===== src/rtl/mc_pkg.sv =====
// Shared constants for the multicycle controller: opcodes, state encoding, mux selects.
// Also defines the control-word struct that the output decoder drives.
package mc_pkg;

    localparam logic [5:0] OP_RTYPE = 6'b000000;
    localparam logic [5:0] OP_LW    = 6'b100011;
    localparam logic [5:0] OP_SW    = 6'b101011;
    localparam logic [5:0] OP_BEQ   = 6'b000100;
    localparam logic [5:0] OP_ADDI  = 6'b001000;
    localparam logic [5:0] OP_J     = 6'b000010;

    typedef enum logic [3:0] {
        S_FETCH    = 4'd0,
        S_DECODE   = 4'd1,
        S_MEMADR   = 4'd2,
        S_MEMRD    = 4'd3,
        S_MEMWB    = 4'd4,
        S_MEMWR    = 4'd5,
        S_RTYPE_EX = 4'd6,
        S_RTYPE_WB = 4'd7,
        S_BEQ      = 4'd8,
        S_ADDI_EX  = 4'd9,
        S_ADDI_WB  = 4'd10,
        S_JUMP     = 4'd11
    } state_t;

    localparam logic [1:0] ALUOP_ADD   = 2'b00;
    localparam logic [1:0] ALUOP_SUB   = 2'b10;
    localparam logic [1:0] ALUOP_FUNCT = 2'b01;

    localparam logic [1:0] ALUB_RT      = 2'b00;
    localparam logic [1:0] ALUB_FOUR    = 2'b01;
    localparam logic [1:0] ALUB_IMM     = 2'b10;
    localparam logic [1:0] ALUB_IMM_SH2 = 2'b11;

    localparam logic [1:0] PCSRC_ALU    = 2'b00;
    localparam logic [1:0] PCSRC_ALUOUT = 2'b01;
    localparam logic [1:0] PCSRC_JUMP   = 2'b10;

    typedef struct packed {
        logic       mem_req;
        logic       iord;
        logic       memwrite;
        logic       irwrite;
        logic       regdst;
        logic       memtoreg;
        logic       regwrite;
        logic       alusrca;
        logic [1:0] alusrcb;
        logic [1:0] aluop;
        logic [1:0] pcsrc;
        logic       pcwrite;
        logic       instr_done;
        logic       illegal_op;
    } ctrl_t;

    function automatic logic is_supported(input logic [5:0] op);
        return (op == OP_RTYPE) || (op == OP_LW) || (op == OP_SW) ||
               (op == OP_BEQ) || (op == OP_ADDI) || (op == OP_J);
    endfunction

endpackage


===== src/rtl/mc_wait_timer.sv =====
// Counts cycles spent waiting on memory; raises a sticky timeout at MEM_WAIT_MAX.
// Counter restarts on every FSM state change and saturates at the limit.
module mc_wait_timer #(
    parameter int unsigned MEM_WAIT_MAX = 15
) (
    input  logic clk,
    input  logic rst,
    input  logic waiting,
    input  logic restart,
    output logic timeout
);

    localparam logic [7:0] LIMIT = 8'(MEM_WAIT_MAX);

    logic [7:0] count;

    always_ff @(posedge clk) begin
        if (rst) begin
            count   <= 8'd0;
            timeout <= 1'b0;
        end else begin
            if (restart) begin
                count <= 8'd0;
            end else if (waiting && (count != LIMIT)) begin
                count <= count + 8'd1;
            end
            // Set on the same edge the count lands on the limit.
            if (!restart && waiting && (count == LIMIT - 8'd1)) begin
                timeout <= 1'b1;
            end
        end
    end

endmodule


===== src/rtl/multicycle_ctrl.sv =====
// Main sequencing FSM for the multicycle MIPS-subset CPU; Moore outputs with a few
// mem_ready/zero/opcode-qualified strobes. Memory states stall until mem_ready.
module multicycle_ctrl
    import mc_pkg::*;
#(
    parameter int unsigned MEM_WAIT_MAX = 15
) (
    input  logic       clk,
    input  logic       rst,
    input  logic [5:0] opcode,
    input  logic       zero,
    input  logic       mem_ready,
    output logic       mem_req,
    output logic       iord,
    output logic       memwrite,
    output logic       irwrite,
    output logic       regdst,
    output logic       memtoreg,
    output logic       regwrite,
    output logic       alusrca,
    output logic [1:0] alusrcb,
    output logic [1:0] aluop,
    output logic [1:0] pcsrc,
    output logic       pcwrite,
    output logic       instr_done,
    output logic       illegal_op,
    output logic       mem_timeout,
    output logic [3:0] state
);

    state_t state_q;
    state_t state_d;
    ctrl_t  ctrl;
    logic   waiting;

    always_ff @(posedge clk) begin
        if (rst) begin
            state_q <= S_FETCH;
        end else begin
            state_q <= state_d;
        end
    end

    always_comb begin
        state_d = state_q;
        unique case (state_q)
            S_FETCH:    if (mem_ready) state_d = S_DECODE;
            S_DECODE: begin
                case (opcode)
                    OP_LW, OP_SW: state_d = S_MEMADR;
                    OP_RTYPE:     state_d = S_RTYPE_EX;
                    OP_BEQ:       state_d = S_BEQ;
                    OP_ADDI:      state_d = S_ADDI_EX;
                    OP_J:         state_d = S_JUMP;
                    default:      state_d = S_FETCH;
                endcase
            end
            S_MEMADR:   state_d = (opcode == OP_LW) ? S_MEMRD : S_MEMWR;
            S_MEMRD:    if (mem_ready) state_d = S_MEMWB;
            S_MEMWB:    state_d = S_FETCH;
            S_MEMWR:    if (mem_ready) state_d = S_FETCH;
            S_RTYPE_EX: state_d = S_RTYPE_WB;
            S_RTYPE_WB: state_d = S_FETCH;
            S_BEQ:      state_d = S_FETCH;
            S_ADDI_EX:  state_d = S_ADDI_WB;
            S_ADDI_WB:  state_d = S_FETCH;
            S_JUMP:     state_d = S_FETCH;
            default:    state_d = S_FETCH;
        endcase
    end

    always_comb begin
        ctrl = '0;
        unique case (state_q)
            S_FETCH: begin
                ctrl.mem_req = 1'b1;
                ctrl.alusrcb = ALUB_FOUR;
                ctrl.aluop   = ALUOP_ADD;
                ctrl.pcsrc   = PCSRC_ALU;
                ctrl.irwrite = mem_ready;
                ctrl.pcwrite = mem_ready;
            end
            S_DECODE: begin
                // Branch target is computed here so BEQ can finish in one more cycle.
                ctrl.alusrcb    = ALUB_IMM_SH2;
                ctrl.aluop      = ALUOP_ADD;
                ctrl.illegal_op = !is_supported(opcode);
                ctrl.instr_done = !is_supported(opcode);
            end
            S_MEMADR: begin
                ctrl.alusrca = 1'b1;
                ctrl.alusrcb = ALUB_IMM;
                ctrl.aluop   = ALUOP_ADD;
            end
            S_MEMRD: begin
                ctrl.mem_req = 1'b1;
                ctrl.iord    = 1'b1;
            end
            S_MEMWB: begin
                ctrl.memtoreg   = 1'b1;
                ctrl.regwrite   = 1'b1;
                ctrl.instr_done = 1'b1;
            end
            S_MEMWR: begin
                ctrl.mem_req    = 1'b1;
                ctrl.iord       = 1'b1;
                ctrl.memwrite   = 1'b1;
                ctrl.instr_done = mem_ready;
            end
            S_RTYPE_EX: begin
                ctrl.alusrca = 1'b1;
                ctrl.alusrcb = ALUB_RT;
                ctrl.aluop   = ALUOP_FUNCT;
            end
            S_RTYPE_WB: begin
                ctrl.regdst     = 1'b1;
                ctrl.regwrite   = 1'b1;
                ctrl.instr_done = 1'b1;
            end
            S_BEQ: begin
                ctrl.alusrca    = 1'b1;
                ctrl.alusrcb    = ALUB_RT;
                ctrl.aluop      = ALUOP_SUB;
                ctrl.pcsrc      = PCSRC_ALUOUT;
                ctrl.pcwrite    = zero;
                ctrl.instr_done = 1'b1;
            end
            S_ADDI_EX: begin
                ctrl.alusrca = 1'b1;
                ctrl.alusrcb = ALUB_IMM;
                ctrl.aluop   = ALUOP_ADD;
            end
            S_ADDI_WB: begin
                ctrl.regwrite   = 1'b1;
                ctrl.instr_done = 1'b1;
            end
            S_JUMP: begin
                ctrl.pcsrc      = PCSRC_JUMP;
                ctrl.pcwrite    = 1'b1;
                ctrl.instr_done = 1'b1;
            end
            default: ctrl = '0;
        endcase
    end

    assign waiting = ((state_q == S_FETCH) || (state_q == S_MEMRD) || (state_q == S_MEMWR))
                     && !mem_ready;

    mc_wait_timer #(
        .MEM_WAIT_MAX (MEM_WAIT_MAX)
    ) u_wait_timer (
        .clk     (clk),
        .rst     (rst),
        .waiting (waiting),
        .restart (state_d != state_q),
        .timeout (mem_timeout)
    );

    // Strobes and enables are suppressed while rst is held so nothing commits during reset.
    assign mem_req    = ctrl.mem_req    & ~rst;
    assign memwrite   = ctrl.memwrite   & ~rst;
    assign irwrite    = ctrl.irwrite    & ~rst;
    assign regwrite   = ctrl.regwrite   & ~rst;
    assign pcwrite    = ctrl.pcwrite    & ~rst;
    assign instr_done = ctrl.instr_done & ~rst;
    assign illegal_op = ctrl.illegal_op & ~rst;

    assign iord     = ctrl.iord;
    assign regdst   = ctrl.regdst;
    assign memtoreg = ctrl.memtoreg;
    assign alusrca  = ctrl.alusrca;
    assign alusrcb  = ctrl.alusrcb;
    assign aluop    = ctrl.aluop;
    assign pcsrc    = ctrl.pcsrc;
    assign state    = state_q;

endmodule


===== config.mk =====
export PLATFORM = sky130hd
export DESIGN_NAME = multicycle_ctrl
export DESIGN_NICKNAME = d
export VERILOG_FILES = /design/src/rtl/mc_pkg.sv /design/src/rtl/mc_wait_timer.sv /design/src/rtl/multicycle_ctrl.sv
export SDC_FILE = /design/constraint.sdc
export NUM_CORES = 1
export LEC_CHECK = 0
export ABC_CLOCK_PERIOD_IN_PS = 2600
export BUFFER_PORTS_ARGS = -buffer_cell sky130_fd_sc_hd__buf_4
export CORE_UTILIZATION = 42
export CTS_CLUSTER_DIAMETER = 100
export DETAILED_ROUTE_END_ITERATION = 8
export GPL_TIMING_DRIVEN = 1
export PLACE_DENSITY = 0.67
export SKIP_CTS_REPAIR_TIMING = 1
export SLEW_MARGIN = 20
export SYNTH_ARGS = -nofsm -noshare
export SYNTH_HDL_FRONTEND = slang
export SYNTH_SLANG_ARGS = --single-unit
export TNS_END_PERCENT = 1

===== constraint.sdc =====
create_clock -name clk -period 2.6 [get_ports clk]
set_input_delay 0.39 -clock clk [delete_from_list [all_inputs] [get_ports clk]]
set_output_delay 0.39 -clock clk [all_outputs]
set_load 0.05 [all_outputs]

Word level (Yosys, flattened, before mapping)
Cells that the tools add are included.

storage, ports and cells
  flip-flop bits (word level) = 13
  output and inout port bits = 22
  word-level logic and storage cells = 73

cells by class
  add/sub/neg operators = 1
  equality and inequality tests = 19
  mux-type cells = 18
  bitwise operators = 8
  reduce and logical (&&, ||, !) cells = 24

operators by type and width
  cell                                                             number
  4-bit one-hot mux with 5 select lines                            2
  4-bit one-hot mux with 7 select lines                            1
  4-bit by 3-bit == test with 1-bit output, second input constant  4
  4-bit == test, second input constant                             4
  6-bit == test, second input constant                             2
  4-bit two-way mux                                                3
  1-bit two-way mux                                                9
  3-bit one-hot mux with 3 select lines                            1
  8-bit by 1-bit adder with 8-bit output, second input constant    1
  4-bit by 2-bit == test with 1-bit output, second input constant  2
  8-bit by 4-bit == test with 1-bit output, second input constant  1
  8-bit by 4-bit != test with 1-bit output, second input constant  1
  2-bit OR reduction                                               4
  1-bit bitwise AND                                                7
  1-bit logical OR                                                 7
  6-bit by 2-bit == test with 1-bit output, second input constant  1
  6-bit by 3-bit == test with 1-bit output, second input constant  1
  6-bit by 4-bit == test with 1-bit output, second input constant  1
  6-bit logical NOT                                                1
  3-bit OR reduction                                               2
  5-bit OR reduction                                               1
  4-bit by 1-bit == test with 1-bit output, second input constant  1
  1-bit logical AND                                                4
  4-bit logical NOT                                                1
  other kinds (6)                                                  8

Logic depth before layout (Yosys ltp)
  depth in word-level cells = 9
  gate-level depth with buffers = 6
  depth with buffers taken out = 6

By module
From an unflattened synthesis, not the netlist that was laid out.

second synthesis, totals
  cell total of the unflattened synthesis = 151
  area, all modules = 1,129.8 um2

modules (own cells, without submodules)
  module           instances  cells each  area an instance (um2)  seq. area each (um2)
  multicycle_ctrl  1          98          660.6                   80.1
  mc_wait_timer    1          53          469.2                   180.2

Worst setup path before layout
No wires, ideal clock.

  path kind = flip-flop to output port
  start = register state_q[2], in the netlist state[2]
  end = output regwrite
  arrival = 3.054 ns
  data required time = 2.210 ns
  slack = -0.844 ns
  cell stages (with the launch flop) = 6
  buffers on the path = 1
  cell sequence = dfxtp_1 > clkbuf_1 > nand2_1 > nor3_1 > a21oi_1 > nor2_1

between the ends
  cells in the longest elaborated chain, start to end = 4

RTL lines
  element                                                                           line                    RTL
  start, declared                                                                   multicycle_ctrl.sv:31   state_t state_q;
  start signal, assigned                                                            multicycle_ctrl.sv:40   state_q <= state_d;
  4-bit == test / 4-bit by 3-bit == test with 1-bit output (equally long branches)  multicycle_ctrl.sv:74   unique case (state_q)
  3-bit OR reduction (no line) (*)                                                  n/a
  1-bit two-way mux (*)                                                             multicycle_ctrl.sv:74
  1-bit bitwise AND (*)                                                             multicycle_ctrl.sv:163  assign regwrite = ctrl.regwrite & ~rst;
  end, declared                                                                     multicycle_ctrl.sv:19   output logic regwrite,

Mark *: on every way between the ends. The rest lies on a longest branch, timed or not.

Worst setup path after layout
  start = register state_q[2], in the netlist state[2]
  end = register u_wait_timer.count[1]

between the ends
  cells in the longest elaborated chain, start to end = 5

RTL lines
  element                                                                                        line                 RTL
  parallel branches: the longest is 5 deep, another holds 4-bit one-hot mux with 7 select lines  n/a
  end signal, assigned                                                                           mc_wait_timer.sv:25  count <= count + 8'd1;
  end, declared                                                                                  mc_wait_timer.sv:15  logic [7:0] count;

Several ways; the timed one is not identified.
A chain may end at the register's enable or synchronous reset.

==> results.toml <==
[grt]
grt_max_degree = 26
grt_pass1_vias = 1018
grt_usage_pct = 22.6
antenna_found_initial = 0
grt_first_pass_wirelength_mm = 4.63
overflow = 0

[worst_setup_path]
rr_endpoint = "u_wait_timer.count[1]"
worstPathRequired_ns = 2.78
reg2regPathDepth = 6
critPathMaxFanout = 20
reg2reg_from = "state[2]"
cp-start-kind = "flop"
cp-end-kind = "flop"
regToRegSetupSlack_ns = 0.16
criticalPathCategory = "reg -> reg"
arrival_ns = 2.62

[power]
leakage_nw = 0.503
vdd_drop_max_mv = 0.352
p_per_area_mw_per_mm2 = 332

[yosys]
synth_top_family_by_area = "simple AND/OR/NAND/NOR gates"
muxShareOfSynthArea_pct = 3.82
synth_compound_area_share_pct = 21.2
synth_edf_count = 0
ys_warn_count = 0
syn_nets = 155
synth_xor_area_share_pct = 7.28
synth-simple-area-share_pct = 35.7
syn_avg_cell_area_sq_um = 7.57
synthArstFlopShare_pct = 0
synth_area_sq_mm = 0.00108
netlist_instances = 143
synth_top_flop_cell = "dfxtp_1"
synthAdderAreaFrac_pct = 2.31
ys_types = 46
synth-seq-cells = 13
yosysSeqAreaShare_pct = 24.0

[routing]
wl_met3_um = 146
top_layer_used = "met4"
antenna_left = 0
m1WireLength_mm = 1.34
vias = 1255
drtIter0Drc = 17
wl_met2_mm = 1.50
drcViolationCount = 0
post_drt_via_cell_ratio = 6.18
post_drt_wl_per_cell_um = 14.9
drt_pre_antenna_iters = 4
routed_wl_mm = 3.02

[die]
start_util_pct = 44.1
io_pins = 32
die-area_sq_mm = 0.00278
die_x_um = 52.8
core_sq_mm = 0.00245
die_h_um = 52.8
fp-row-count = 18

[outcome]
status = "finished clean"

[job]
max_cap_violations = 0

[hold_path]
whs_endpoint = "state[1]"
timing.hold.worst.start = "rst"
worstHoldPathCells = 2
hp-class = "in -> reg"

[placement]
dp_worst_setup_slack_ns = 0.207
gp_congestion = 0.910
place_hpwl_mm = 2.14
portBuffers = 31

[cts]
cts_max_path_buffers = 2
cts_tree = "yes"
numCtsBuffers = 3
cts_max_level = 1
clk_transition_reported_paths_ns = 0.08
worst_skew_pair.late_latency_ns = 0.28
clkSinkCount = 13
cts-root-buf = "clkbuf_4"

[cells_and_area]
drive_gt1_share_pct = 27.2
fillers = 225
layout.nets = 186
postLayoutCoreUtil_pct = 56.3
antenna_cells = 0
areaGrowthSynthToFinish_pct = 27.7

[sta]
clock_skew_ns = 0.00456
setup_ws_ns = 0.163
period_minus_slack_ns = 2.44
worst_pin_slew_ns = 0.713
finalHoldViolCount = 0
slew_headroom_pct = 52.1
finalSetupTns_ns = 0
rsz0062_at_grt = "false"
finalSetupViolCount = 0
finalCritPeriodShare_pct = 93.7
slew_violations = 0
max_freq_ghz = 0.410
sequential cells by signal, indices dropped and copies added, names as in the netlist:
register and flops:
u_wait_timer.timeout 1, u_wait_timer.count 8, state 4
cell usage after synthesis (all sizes together), types with 4 or more instances:
library cell  instances  area [sq um]
xnor2                 8          70.1
nand2b                4          25.0
inv                   4          15.0
nor2                 13          48.8
clkbuf                6          22.5
o21ai                 5          25.0
nand2                 4          15.0
buf                   4          23.8
nand3                 6          30.0
a21oi                 7          35.0
nor3                 20           100
nor4                  4          25.0
dfxtp                13           260
worst max-delay path: stages (launching register included):
cell	delay, ns
dfxtp_1	0.43
buf_4	0.29
and4b_1	0.22
a311o_1	0.27
a222oi_1	0.41
xnor2_1	0.33
a2111oi_2	0.38
stage by stage:
| step | hold WS [ns] | power [W] | cell area [sq um] | cells |
|---|---|---|---|---|
| 2_1_floorplan | 0.460 | 0.000295 | 1090 | 143 |
| 3_3_place_gp | 0.451 | 0.000335 | 1360 | 199 |
| 3_5_place_dp | 0.455 | 0.000336 | 1360 | 199 |
| 4_1_cts | 0.390 | 0.000464 | 1380 | 203 |
| 5_1_grt | 0.406 | 0.000488 | 1380 | 203 |
| 6_report | 0.404 | 0.000459 | 1380 | 203 |
worst max path at each step:
stage / from / to / slack (ns) / cells past startpoint
after global routing: state[2] / u_wait_timer.count[2] / 0.06 / 5
after floorplan: state[2] / instr_done / -0.28 / 5
after CTS: state[2] / u_wait_timer.count[3] / 0.19 / 5
final: state[2] / u_wait_timer.count[1] / 0.16 / 6
after detailed placement: state[2] / u_wait_timer.count[1] / 0.21 / 5
after global placement: state[2] / u_wait_timer.count[1] / 0.31 / 5
metal layers:
layer | up-vias | GRT usage (%)
met5 | - | 0
met4 | 0 | 7.02
met3 | 6 | 5.80
met2 | 43 | 38.4
met1 | 599 | 27.3
li1 | 607 | -
area by class of cell:
cell class | count | area (sq um) | area share (%)
Timing Repair Buffer | 36 | 270 | 19.5
Multi-Input combinational cell | 116 | 773 | 55.9
Tap cell | 30 | 37.5 | 2.71
Inverter | 4 | 15.0 | 1.09
Clock buffer | 4 | 26.3 | 1.90
Sequential cell | 13 | 260 | 18.8
report_power, final:
group / internal, W / leakage (nW) / switching, W / total, W
Clock: 0.0000595 / 0.0150 / 0.0000669 / 0.000126
Sequential: 0.000202 / 0.105 / 0.00000446 / 0.000207
Combinational: 0.0000439 / 0.383 / 0.0000814 / 0.000125
Total: 0.000306 / 0.503 / 0.000153 / 0.000459
cells in the final DEF, fill, tap and decap left out, drive strengths merged, types with 3 or more instances in the layout:
cell type / instances
a211oi: 3
a21oi: 7
buf: 36
clkbuf: 4
dfxtp: 13
inv: 4
mux2i: 3
nand2: 4
nand2b: 4
nand3: 6
nor2: 13
nor2b: 3
nor3: 20
nor4: 4
o21ai: 5
xnor2: 8
cells by family (layout without fill, tap and decap cells):
logic type	Yosys count	count (layout)
adders and majority gates	2	2
buffers and inverters	14	44
muxes	4	4
and+or+nand+nor	70	70
AOI/OAI and AO/OA	31	31
DFF	13	13
xor gates and xnor gates	9	9
No activity file was read; power rests on OpenSTA's default activity.
